$ cat src/rtl/board_ram_writer_pkg.sv
// Shared battleship definitions: board size, tile/op/status codes, FSM states.
// Combinational only; used by the board RAM writer and the display renderer.
// No flow control of its own.
package board_ram_writer_pkg;

    localparam int BOARD_DIM_DEF = 10;

    // Tile codes as stored in the board RAM; the display decodes the same values.
    typedef enum logic [1:0] {
        TILE_EMPTY = 2'd0,
        TILE_MISS  = 2'd1,
        TILE_HIT   = 2'd2,
        TILE_SHIP  = 2'd3
    } tile_e;

    typedef enum logic [1:0] {
        OP_CLEAR = 2'd0,
        OP_PLACE = 2'd1,
        OP_SHOT  = 2'd2,
        OP_RSVD  = 2'd3
    } op_e;

    typedef enum logic [1:0] {
        ST_OK       = 2'd0,
        ST_BOUNDS   = 2'd1,
        ST_CONFLICT = 2'd2,
        ST_BADOP    = 2'd3
    } status_e;

    typedef enum logic [2:0] {
        S_IDLE,
        S_CLR,
        S_CHK_RD,
        S_CHK_EV,
        S_PL_WR,
        S_SH_RD,
        S_SH_EV,
        S_RESP
    } state_e;

    // Board RAM address of tile (x,y): {2'b00, x, y}.
    function automatic logic [9:0] tile_addr(input logic [3:0] x, input logic [3:0] y);
        return {2'b00, x, y};
    endfunction

endpackage

$ cat src/rtl/board_ram_writer.sv
// Executes CLEAR / PLACE / SHOT commands against a 1-cycle-latency board RAM.
// Latency: CLEAR 101, PLACE 3*len+1 (or 1 on BOUNDS), SHOT 3, BADOP 1 cycles to rsp_valid.
// Backpressure: cmd_ready is high only in IDLE; commands offered while busy are ignored.
//
// Ports: clk/rst (async active-low); cmd_valid/cmd_ready handshake with cmd_op,
// cmd_x, cmd_y, cmd_len, cmd_vert; ram_addr/ram_we/ram_wdata/ram_rdata board RAM;
// rsp_valid/rsp_status/rsp_hit completion pulse; hit_count/all_sunk fleet status.
module board_ram_writer
    import board_ram_writer_pkg::*;
#(
    parameter int BOARD_DIM  = BOARD_DIM_DEF,
    parameter int SHIP_TILES = 17
) (
    input  logic       clk,
    input  logic       rst,
    input  logic       cmd_valid,
    output logic       cmd_ready,
    input  logic [1:0] cmd_op,
    input  logic [3:0] cmd_x,
    input  logic [3:0] cmd_y,
    input  logic [2:0] cmd_len,
    input  logic       cmd_vert,
    output logic [9:0] ram_addr,
    output logic       ram_we,
    output logic [1:0] ram_wdata,
    input  logic [1:0] ram_rdata,
    output logic       rsp_valid,
    output logic [1:0] rsp_status,
    output logic       rsp_hit,
    output logic [4:0] hit_count,
    output logic       all_sunk
);

    localparam logic [4:0] DIM5  = 5'(BOARD_DIM);
    localparam logic [3:0] LAST4 = 4'(BOARD_DIM - 1);

    state_e     r_state, w_next;
    logic       r_rdy;
    logic [3:0] r_x, r_y;       // latched start tile
    logic [2:0] r_len;
    logic       r_vert;
    logic [3:0] r_cx, r_cy;     // current tile: CLEAR sweep or ship tile k
    status_e    r_status, w_status_nx;
    logic       r_hit;
    logic [4:0] r_hits;

    logic       w_accept, w_status_ld, w_hit_set, w_step, w_rewind, w_last;
    logic       w_xy_oob, w_pl_bad;
    logic [3:0] w_pl_start, w_end_m1;
    logic [4:0] w_pl_end;

    assign w_accept = cmd_valid && r_rdy && (r_state == S_IDLE);

    // Acceptance-time bounds checks; the end coordinate is a 5-bit sum so
    // start+len cannot wrap past the board edge.
    assign w_xy_oob   = ({1'b0, cmd_x} >= DIM5) || ({1'b0, cmd_y} >= DIM5);
    assign w_pl_start = cmd_vert ? cmd_y : cmd_x;
    assign w_pl_end   = {1'b0, w_pl_start} + {2'b00, cmd_len};
    assign w_pl_bad   = w_xy_oob || (cmd_len < 3'd2) || (cmd_len > 3'd5) || (w_pl_end > DIM5);

    // Coordinate of the ship's final tile along its axis.
    assign w_end_m1 = (r_vert ? r_y : r_x) + {1'b0, r_len} - 4'd1;
    assign w_last   = r_vert ? (r_cy == w_end_m1) : (r_cx == w_end_m1);

    always_comb begin
        w_next      = r_state;
        ram_addr    = 10'd0;
        ram_we      = 1'b0;
        ram_wdata   = TILE_EMPTY;
        w_status_ld = 1'b0;
        w_status_nx = ST_OK;
        w_hit_set   = 1'b0;
        w_step      = 1'b0;
        w_rewind    = 1'b0;
        case (r_state)
            S_IDLE: begin
                if (w_accept) begin
                    w_status_ld = 1'b1;
                    case (op_e'(cmd_op))
                        OP_CLEAR: w_next = S_CLR;
                        OP_PLACE: begin
                            if (w_pl_bad) begin
                                w_next      = S_RESP;
                                w_status_nx = ST_BOUNDS;
                            end else begin
                                w_next = S_CHK_RD;
                            end
                        end
                        OP_SHOT: begin
                            if (w_xy_oob) begin
                                w_next      = S_RESP;
                                w_status_nx = ST_BOUNDS;
                            end else begin
                                w_next = S_SH_RD;
                            end
                        end
                        default: begin
                            w_next      = S_RESP;
                            w_status_nx = ST_BADOP;
                        end
                    endcase
                end
            end
            S_CLR: begin
                ram_addr  = tile_addr(r_cx, r_cy);
                ram_we    = 1'b1;
                ram_wdata = TILE_EMPTY;
                w_step    = 1'b1;
                if (r_cx == LAST4 && r_cy == LAST4)
                    w_next = S_RESP;
            end
            S_CHK_RD: begin
                ram_addr = tile_addr(r_cx, r_cy);
                w_next   = S_CHK_EV;
            end
            S_CHK_EV: begin
                if (tile_e'(ram_rdata) != TILE_EMPTY) begin
                    w_next      = S_RESP;
                    w_status_ld = 1'b1;
                    w_status_nx = ST_CONFLICT;
                end else if (w_last) begin
                    // All tiles free: restart at tile 0 for the write pass.
                    w_rewind = 1'b1;
                    w_next   = S_PL_WR;
                end else begin
                    w_step = 1'b1;
                    w_next = S_CHK_RD;
                end
            end
            S_PL_WR: begin
                ram_addr  = tile_addr(r_cx, r_cy);
                ram_we    = 1'b1;
                ram_wdata = TILE_SHIP;
                w_step    = 1'b1;
                if (w_last)
                    w_next = S_RESP;
            end
            S_SH_RD: begin
                ram_addr = tile_addr(r_cx, r_cy);
                w_next   = S_SH_EV;
            end
            S_SH_EV: begin
                ram_addr = tile_addr(r_cx, r_cy);
                w_next   = S_RESP;
                case (tile_e'(ram_rdata))
                    TILE_SHIP: begin
                        ram_we    = 1'b1;
                        ram_wdata = TILE_HIT;
                        w_hit_set = 1'b1;
                    end
                    TILE_EMPTY: begin
                        ram_we    = 1'b1;
                        ram_wdata = TILE_MISS;
                    end
                    default: begin
                        w_status_ld = 1'b1;
                        w_status_nx = ST_CONFLICT;
                    end
                endcase
            end
            S_RESP:  w_next = S_IDLE;
            default: w_next = S_IDLE;
        endcase
    end

    always_ff @(posedge clk or negedge rst) begin
        if (!rst) begin
            r_state  <= S_IDLE;
            r_rdy    <= 1'b0;
            r_x      <= 4'd0;
            r_y      <= 4'd0;
            r_len    <= 3'd0;
            r_vert   <= 1'b0;
            r_cx     <= 4'd0;
            r_cy     <= 4'd0;
            r_status <= ST_OK;
            r_hit    <= 1'b0;
            r_hits   <= 5'd0;
        end else begin
            r_state <= w_next;
            // Ready is registered so it first rises one edge after reset release.
            r_rdy   <= (w_next == S_IDLE);
            if (w_accept) begin
                r_x    <= cmd_x;
                r_y    <= cmd_y;
                r_len  <= cmd_len;
                r_vert <= cmd_vert;
                r_cx   <= (cmd_op == OP_CLEAR) ? 4'd0 : cmd_x;
                r_cy   <= (cmd_op == OP_CLEAR) ? 4'd0 : cmd_y;
                r_hit  <= 1'b0;
                if (cmd_op == OP_CLEAR)
                    r_hits <= 5'd0;
            end else if (w_step) begin
                if (r_state == S_CLR) begin
                    // x-major sweep: y runs fastest.
                    if (r_cy == LAST4) begin
                        r_cy <= 4'd0;
                        r_cx <= r_cx + 4'd1;
                    end else begin
                        r_cy <= r_cy + 4'd1;
                    end
                end else if (r_vert) begin
                    r_cy <= r_cy + 4'd1;
                end else begin
                    r_cx <= r_cx + 4'd1;
                end
            end else if (w_rewind) begin
                r_cx <= r_x;
                r_cy <= r_y;
            end
            if (w_status_ld)
                r_status <= w_status_nx;
            if (w_hit_set) begin
                r_hit <= 1'b1;
                if (r_hits != 5'd31)
                    r_hits <= r_hits + 5'd1;
            end
        end
    end

    assign cmd_ready  = r_rdy;
    assign rsp_valid  = (r_state == S_RESP);
    assign rsp_status = r_status;
    assign rsp_hit    = r_hit;
    assign hit_count  = r_hits;
    assign all_sunk   = (r_hits == 5'(SHIP_TILES));

endmodule

$ cat config.mk
export PLATFORM = sky130hd
export DESIGN_NAME = board_ram_writer
export DESIGN_NICKNAME = d
export VERILOG_FILES = /design/src/rtl/board_ram_writer_pkg.sv /design/src/rtl/board_ram_writer.sv
export SDC_FILE = /design/constraint.sdc
export NUM_CORES = 1
export LEC_CHECK = 0
export CAP_MARGIN = 20
export CORE_ASPECT_RATIO = 1.2
export CORE_UTILIZATION = 38
export CTS_CLUSTER_DIAMETER = 30
export DETAILED_ROUTE_END_ITERATION = 6
export PLACE_DENSITY = 0.68
export SYNTH_ARGS = -nofsm -noshare
export SYNTH_HDL_FRONTEND = slang
export SYNTH_SLANG_ARGS = --single-unit
$ cat constraint.sdc
create_clock -name clk -period 8.3 [get_ports clk]
set_input_delay 1.66 -clock clk [delete_from_list [all_inputs] [get_ports clk]]
set_output_delay 1.66 -clock clk [all_outputs]
set_load 0.03 [all_outputs]
# Yosys cells after proc, flatten, opt, wreduce, memory -nomap -nowiden
# Cells that the tools add are included.
[word_totals]
mem_bits_rw = 0
input_bits = 19
memories = 0
reg_bits = 32
rom_bits = 0
elab_cells = 116
out_inout_bits = 24
latch_bits = 0
[op_classes]
reduce_logical = 19
order_cmp = 5
addsub = 6
muxes = 56
eq_ne = 19
multipliers = 0
shifts = 0
bitwise = 0
div = 0
[op_table]
columns = ["op", "n"]
rows = [
  ["$mux W4", 16],
  ["$pmux W3 S8", 1],
  ["$mux W5", 4],
  ["$mux W3", 6],
  ["$mux W1", 16],
  ["$eq A3 B3 Y1 const B", 4],
  ["$pmux W2 S3", 2],
  ["$pmux W3 S3", 1],
  ["$add A4 B1 Y4 const B", 2],
  ["$eq A4 B4 Y1", 2],
  ["$eq A4 B4 Y1 const B", 2],
  ["$ge A4 B4 Y1 const B", 2],
  ["$mux W2", 4],
  ["$mux W8", 1],
  ["$ne A4 B3 Y1 const B", 2],
  ["$pmux W2 S2", 2],
  ["$eq A3 B2 Y1 const B", 2],
  ["$logic_not A3 Y1", 2],
  ["$add A4 B3 Y5", 1],
  ["$add A5 B1 Y5 const B", 1],
  ["$eq A5 B5 Y1 const B", 1],
  ["$gt A5 B4 Y1 const B", 1],
  ["$ne A5 B5 Y1 const B", 1],
  ["$reduce_or A5 Y1", 1],
  ["18 further kinds", 28],
]

# Longest topological paths before layout
# Gate-level depths: netlist of run 1.
[logic_depth]
ltp_word = 11
mapped_depth = 15
ltp_nobuf = 12

# Worst setup path after synthesis of run 1
# OpenSTA, ideal clock, no wires.
[synth_path]
path_type = "input to output"
from = "input ram_rdata[0]"
to = "output ram_we"
path_slack_ns = 3.965
n_path_buf = 0
stages = 3
arrival_time_ns = 2.675
required_ns = 6.640
cell_sequence = "inv_1 ha_1 o21ai_0"
[synth_via]
elab_chain_len = 4
elab_cells_between_ends = 5
classes_between = "eq/ne: 1; mux: 2; reduce/logical: 2"
[synth_lines]
columns = ["element", "line", "source"]
rows = [
  ["from (decl)", "board_ram_writer.sv:26", "input logic [1:0] ram_rdata,"],
  ["$eq A2 B2 Y1 / $logic_not A2 Y1 (equally long branches)", "board_ram_writer.sv:145", "case (tile_e'(ram_rdata))"],
  ["$reduce_or A2 Y1 (no line) (*)", "n/a", ""],
  ["$mux W1 (*)", "board_ram_writer.sv:145", ""],
  ["$pmux W1 S2 (*)", "board_ram_writer.sv:75", "case (r_state)"],
  ["to (decl)", "board_ram_writer.sv:24", "output logic ram_we,"],
]
# Every way passes the cells marked *; elsewhere a longest branch is shown, timed or not.

# Worst setup path after layout of run 1
[layout_path]
from = "input ram_rdata[0]"
to = "output ram_wdata[0]"
[layout_via]
elab_chain_len = 3
elab_cells_between_ends = 4
classes_between = "eq/ne: 1; mux: 2; reduce/logical: 1"
[layout_lines]
columns = ["element", "line", "source"]
rows = [
  ["$eq A2 B2 Y1 / $logic_not A2 Y1 (equally long branches)", "board_ram_writer.sv:145", ""],
  ["$pmux W2 S2 (*)", "board_ram_writer.sv:145", ""],
  ["$pmux W2 S2 (*)", "board_ram_writer.sv:75", ""],
  ["to (decl)", "board_ram_writer.sv:25", "output logic [1:0] ram_wdata,"],
]
# Marks and branches as above.

==> results.toml, run 1 <==
[route]
wl_per_cell_um = 15.4
avgViaCountPerCell = 5.45
wl_met3_um = 212
drt_iter0_markers = 143
dr_total_vias = 2260
wl_met2_um = 3220
drcViolationCount = 0
dr.pass1.iters = 5
antenna_left = 0
drt_wl_total_um = 6400
highest_layer = "met4"
wl_met1_um = 2840

[yosys]
synth-seq-cells = 32
async_flop_share_pct = 100
synth_cell_types = 56
seq_area_frac_synth_pct = 32.0
ys.flop_type = "dfrtp_1"
ys_warn_count = 0
syn_inst = 291
synth_edf_count = 0
syn_area_um2 = 2500
postSynthAreaPerCell_um2 = 8.60

[timing]
setup_tns_ns = 0
worst_slack_ns = 3.22
finalCriticalPeriod_ns = 5.08
setup_viol = 0
maxSlewHeadroom_pct = 47.8
rsz0062_at_grt = "no"
final_hold_viol_count = 0
post-route-period-util_pct = 61.2
fin_worst_skew_ns = 0.00637
drv_slew = 0
max_freq_ghz = 0.197
tightest_slew_ns = 0.781

[placed_design]
dp_hpwl_um = 4780
port_buffers = 40
place_ws_ns = 3.22
numPlacedInstances = 407
routabilityCongestion = 0.855

[run]
drv_cap = 0

[final_layout]
final_cells = 415
drive_above_1_share_pct = 6.67
fin_nets = 367
multi_input_area_um2 = 1580
area_growth_pct = 22.4
antenna_cells = 0
n_fill_cell = 657
ff_latch_area_um2 = 801

[cts]
cts_resized = 0
post_cts_buffers = 0
cts_sinks = 32
ctsHoldBuffers = 0
cts_max_level = 2
root_buffer = "clkbuf_8"
path_clk_slew_ns = 0.07
cts_tree = "yes"
cts_buffers = 5
cts_buffer_depth = 2
clk_latency_ns = 0.29

[power_and_ir_drop]
ir_drop_uv = 153
p_leak_nw = 1.32
p_per_area_nw_per_um2 = 438

[global_routing]
antenna_found_initial = 0
grt_pass1_wl_um = 10700
grt_max_degree = 33
grt_remaining_overflow = 0
grt_pass1_vias = 2180
grt_use_total_pct = 19.8

[floorplan]
dieArea_um2 = 6910
rows = 32
die-width_um = 76.1
start_util_pct = 39.0
ioPinCount = 43
die_y_um = 90.9
core_area_um2 = 6410

[min_path]
min-delay-path-class = "reg2reg"

[critical_path]
worstPathRequired_ns = 6.64
start_kind = "input pin"
crit_type = "in2out"
cp-end-kind = "primary output"
cp_data_arrival_time_ns = 3.42
crit_fanout = 6

[run_status]
outcome = "finished, final reports clean"
[flip-flops by register name, indices dropped and copies added, names as in the netlist]
register    flops
cmd_ready       1
r_cy            4
r_x             4
hit_count       5
r_vert          1
r_y             4
r_cx            4
r_len           3
rsp_status      2
rsp_hit         1
r_state         3
[per-stage QoR]
step	instance area, um2	utilization (%)	total power, mW	hold WS (ns)
after floorplan	2500	-	0.972	0.456
after CTS	3060	47.8	1.34	0.506
after detailed placement	2970	46.3	1.20	0.490
after global routing	3060	47.8	1.45	0.528
after global placement	2970	46.3	1.19	0.475
final	3060	47.8	1.34	0.502
[cell usage in the layout (no fill, tap or decap), types with 4 or more instances in the layout]
cell type        instances
nand2_1                 50
nor3_1                   6
clkdlybuf4s50_1         40
clkbuf_8                 6
and2_1                  10
mux2i_1                 12
dfrtp_1                 32
o21ai_0                 17
a21oi_1                 15
nand3_1                  5
nor2b_1                  5
inv_1                   16
mux2_2                   4
xnor2_1                  6
nand2b_1                 4
nor2_1                  13
ha_1                    17
[where the power goes]
part	internal [mW]	leakage (nW)	switching, mW
sequential	0.228	0.397	0.116
clock	0.0662	0.0510	0.0644
combinational	0.397	0.873	0.468
total	0.691	1.32	0.649
[final cells by class]
type / instances / area share, %
multi-input combinational: 231 / 51.6
sequential: 32 / 26.2
timing repair buffer: 43 / 13.8
tap: 85 / 3.47
clock buffer: 6 / 2.70
inverter: 16 / 1.96
clock inverter: 2 / 0.327
[worst paths after layout]
| kind | slack, ns | start | to | cells past startpoint |
|---|---|---|---|---|
| max | 3.22 | ram_rdata[0] | ram_wdata[0] | 6 |
| max reg2reg | 4.49 | r_vert | r_cx[3] | 12 |
| min | 0.50 | rsp_hit | rsp_hit | 1 |
| max in group asynchronous | 6.21 | rst | r_cx[3] | 2 |
| min in group asynchronous | 1.77 | rst | r_cy[1] | 2 |
| min reg2reg | 0.50 | rsp_hit | rsp_hit | 1 |
[per-layer routing]
layer / GRT usage (%) / up-vias
li1: - / 1120
met1: 24.8 / 1088
met2: 33.6 / 42
met3: 3.13 / 10
met4: 8.65 / 0
met5: 0 / -
[worst max-delay path, stage by stage]
cell and delay [ns]:
clkdlybuf4s50_1 0.45, inv_1 0.08, ha_1 0.25, inv_1 0.12, a21oi_1 0.17, clkdlybuf4s50_1 0.68
[cells in the mapped netlist (5+ instances only)]
cell type	instances	area share (%)
a21oi_1	15	3.0
and2_1	10	2.5
clkbuf_1	8	1.2
dfrtp_1	32	32
ha_1	17	8.5
inv_1	16	2.4
mux2i_1	12	4.8
nand2_1	50	7.5
nand3_1	5	1.0
nor2_1	13	2.0
nor2b_1	5	1.3
nor3_1	6	1.2
o21ai_0	17	3.4
xnor2_1	6	2.1
[cells by family after synthesis]
group                    synth area share, %
AND/OR/NAND/NOR                         23.1
adder cells (fa/ha/maj)                 10.1
flip-flops                              32.0
multiplexers                            6.60
XOR/XNOR                                3.70
buffers and inverters                   5.25
other                                  0.150
AO/OA/AOI/OAI                           19.1
Note: power is estimated with default switching activity, not from simulation.
==> run 2: changes to the inputs <==
Settings changed: PLACE_DENSITY 0.68 to 0.7.
Clock period 8.3 ns to 4.5 ns, I/O delays scaled along.
==> results.toml, run 2 (synthesis gave the netlist of run 1 again) <==
[final_layout]
drive_above_1_share_pct = 7.23
layout_commonest_cell = "nand2_1"
ff_latch_area_um2 = 801
n_fill_cell = 650
fin_nets = 369
antenna_cells = 0
final_cell_mix = "nand2_1, clkdlybuf4s50_1, dfrtp_1"
largest_register_ffs = 5
area_growth_pct = 23.2
multi_input_area_um2 = 1580

[route]
drcViolationCount = 0
wl_per_cell_um = 15.1
dr_total_vias = 2267
drt_wl_total_um = 6290
antenna_left = 0
dr.pass1.iters = 4
avgViaCountPerCell = 5.44
drt_iter0_markers = 189

[timing]
final_hold_viol_count = 0
worst_slack_ns = 0.891
post-route-period-util_pct = 80.2
fin_worst_skew_ns = 0.00521
maxSlewHeadroom_pct = 53.3
tightest_slew_ns = 0.699
setup_tns_ns = 0
rsz0062_at_grt = "no"
setup_viol = 0
max_freq_ghz = 0.277
finalCriticalPeriod_ns = 3.61
drv_slew = 0

[power_and_ir_drop]
p_comb_share_pct = 65.1
ir_drop_uv = 345
p_sw_mw = 1.19
swShare_pct = 48.2
seqPwrFrac_pct = 25.2
clockPowerShare_pct = 9.7
p_leak_nw = 1.32
p_per_area_nw_per_um2 = 804
finalPower_mw = 2.48
internal_power_mw = 1.28

[critical_path]
cp_data_arrival_time_ns = 3.78
cp_slowest_stage_delay_ns = 0.60
worstPathRequired_ns = 4.68
timing.rr.end = "r_cx[3]"
r2r_setup_slack_ns = 0.89
crit_slowest_cell = "dfrtp_1"
crit_fanout = 10
crit_type = "reg2reg"
path_cells = "mux2i_1, ha_1, inv_1, ha_1, inv_1, fa_1, xnor2_1, xnor3_1, and4_4, o21a_1, o21ai_2, mux2_2"
crit-reg2reg-launch = "r_vert"
rr_worst_depth = 12
start_kind = "flop"
cp-end-kind = "flop"

[floorplan]
start_util_pct = 39.0
die-width_um = 76.1
core_area_um2 = 6410
dieArea_um2 = 6910
rows = 32
die_y_um = 90.9
ioPinCount = 43

[run_status]
outcome = "finished, final reports clean"

[cts]
cts_buffer_depth = 2
ctsHoldBuffers = 0
cts_resized = 0
cts_sinks = 32
root_buffer = "clkbuf_8"
cts_tree = "yes"
cts_max_level = 2
path_clk_slew_ns = 0.07
post_cts_buffers = 0
cts_buffers = 5
clk_latency_ns = 0.29

[placed_design]
dp_hpwl_um = 4840
routabilityCongestion = 0.865
place_ws_ns = 0.820
port_buffers = 40

[global_routing]
grt_max_degree = 33
grt_pass1_wl_um = 10100
antenna_found_initial = 0
grt_pass1_vias = 2113
grt_use_total_pct = 18.3
grt_remaining_overflow = 0

[min_path]
min-delay-path-class = "reg2reg"
hold_depth = 1
worstHoldEndpoint = "rsp_hit"
min-delay-start = "rsp_hit"

[run]
drv_cap = 0
==> run 2: layer usage <==
layer	global-route usage (%)	routed length, um	up-vias
met5	0	0	-
met4	6.09	99	0
met3	2.63	173	9
met2	32.1	3100	44
met1	23.0	2910	1095
li1	-	-	1119
==> run 2: power by group through the flow <==
stage                     registers (mW)  clock network, mW  logic (mW)
after global placement             0.622                  0        1.58
after detailed placement           0.623                  0        1.61
after global routing               0.647              0.253        1.75
after CTS                          0.618              0.243        1.62
after floorplan                    0.572                  0        1.22
final                              0.625              0.239        1.61
==> run 2: worst max path at each step <==
stage                 startpoint           end  slack, ns  depth (start not counted)
finish                    r_vert       r_cx[3]       0.89                         12
detailed placement      cmd_vert     cmd_ready       0.82                         10
CTS                       r_vert       r_cx[3]       0.90                         12
floorplan                 r_vert       r_cx[3]       1.04                         15
global placement    ram_rdata[0]  ram_wdata[0]       0.94                          6
global route              r_vert       r_cx[3]       0.71                         13
==> run 2: final cells by class <==
cell class,instances,share of cell area [%]
clock buffers,6,2.68
clock inverters,2,0.487
inverters,16,1.95
multi-input cells,231,51.2
flip-flops and latches,32,26.0
well taps,85,3.45
repair buffers,45,14.2
==> run 2: through the flow <==
| step | cells | hold WS [ns] | cell area [um2] | utilization [%] |
|---|---|---|---|---|
| after floorplan | 292 | 0.456 | 2500 | - |
| after global placement | 409 | 0.478 | 2980 | 46.6 |
| after detailed placement | 409 | 0.491 | 2980 | 46.6 |
| after CTS | 417 | 0.511 | 3080 | 48.1 |
| after global routing | 417 | 0.536 | 3080 | 48.1 |
| final | 417 | 0.503 | 3080 | 48.1 |
==> run 2: critical path: cells and delay by family (launching register included) <==
kind	cells	cell delay (ns)
xor gates and xnor gates	2	0.59
DFF	1	0.60
adders and majority gates	3	0.76
and+or+nand+nor	1	0.23
muxes	2	0.61
AOI/OAI and AO/OA	2	0.60
buffers and inverters	2	0.11
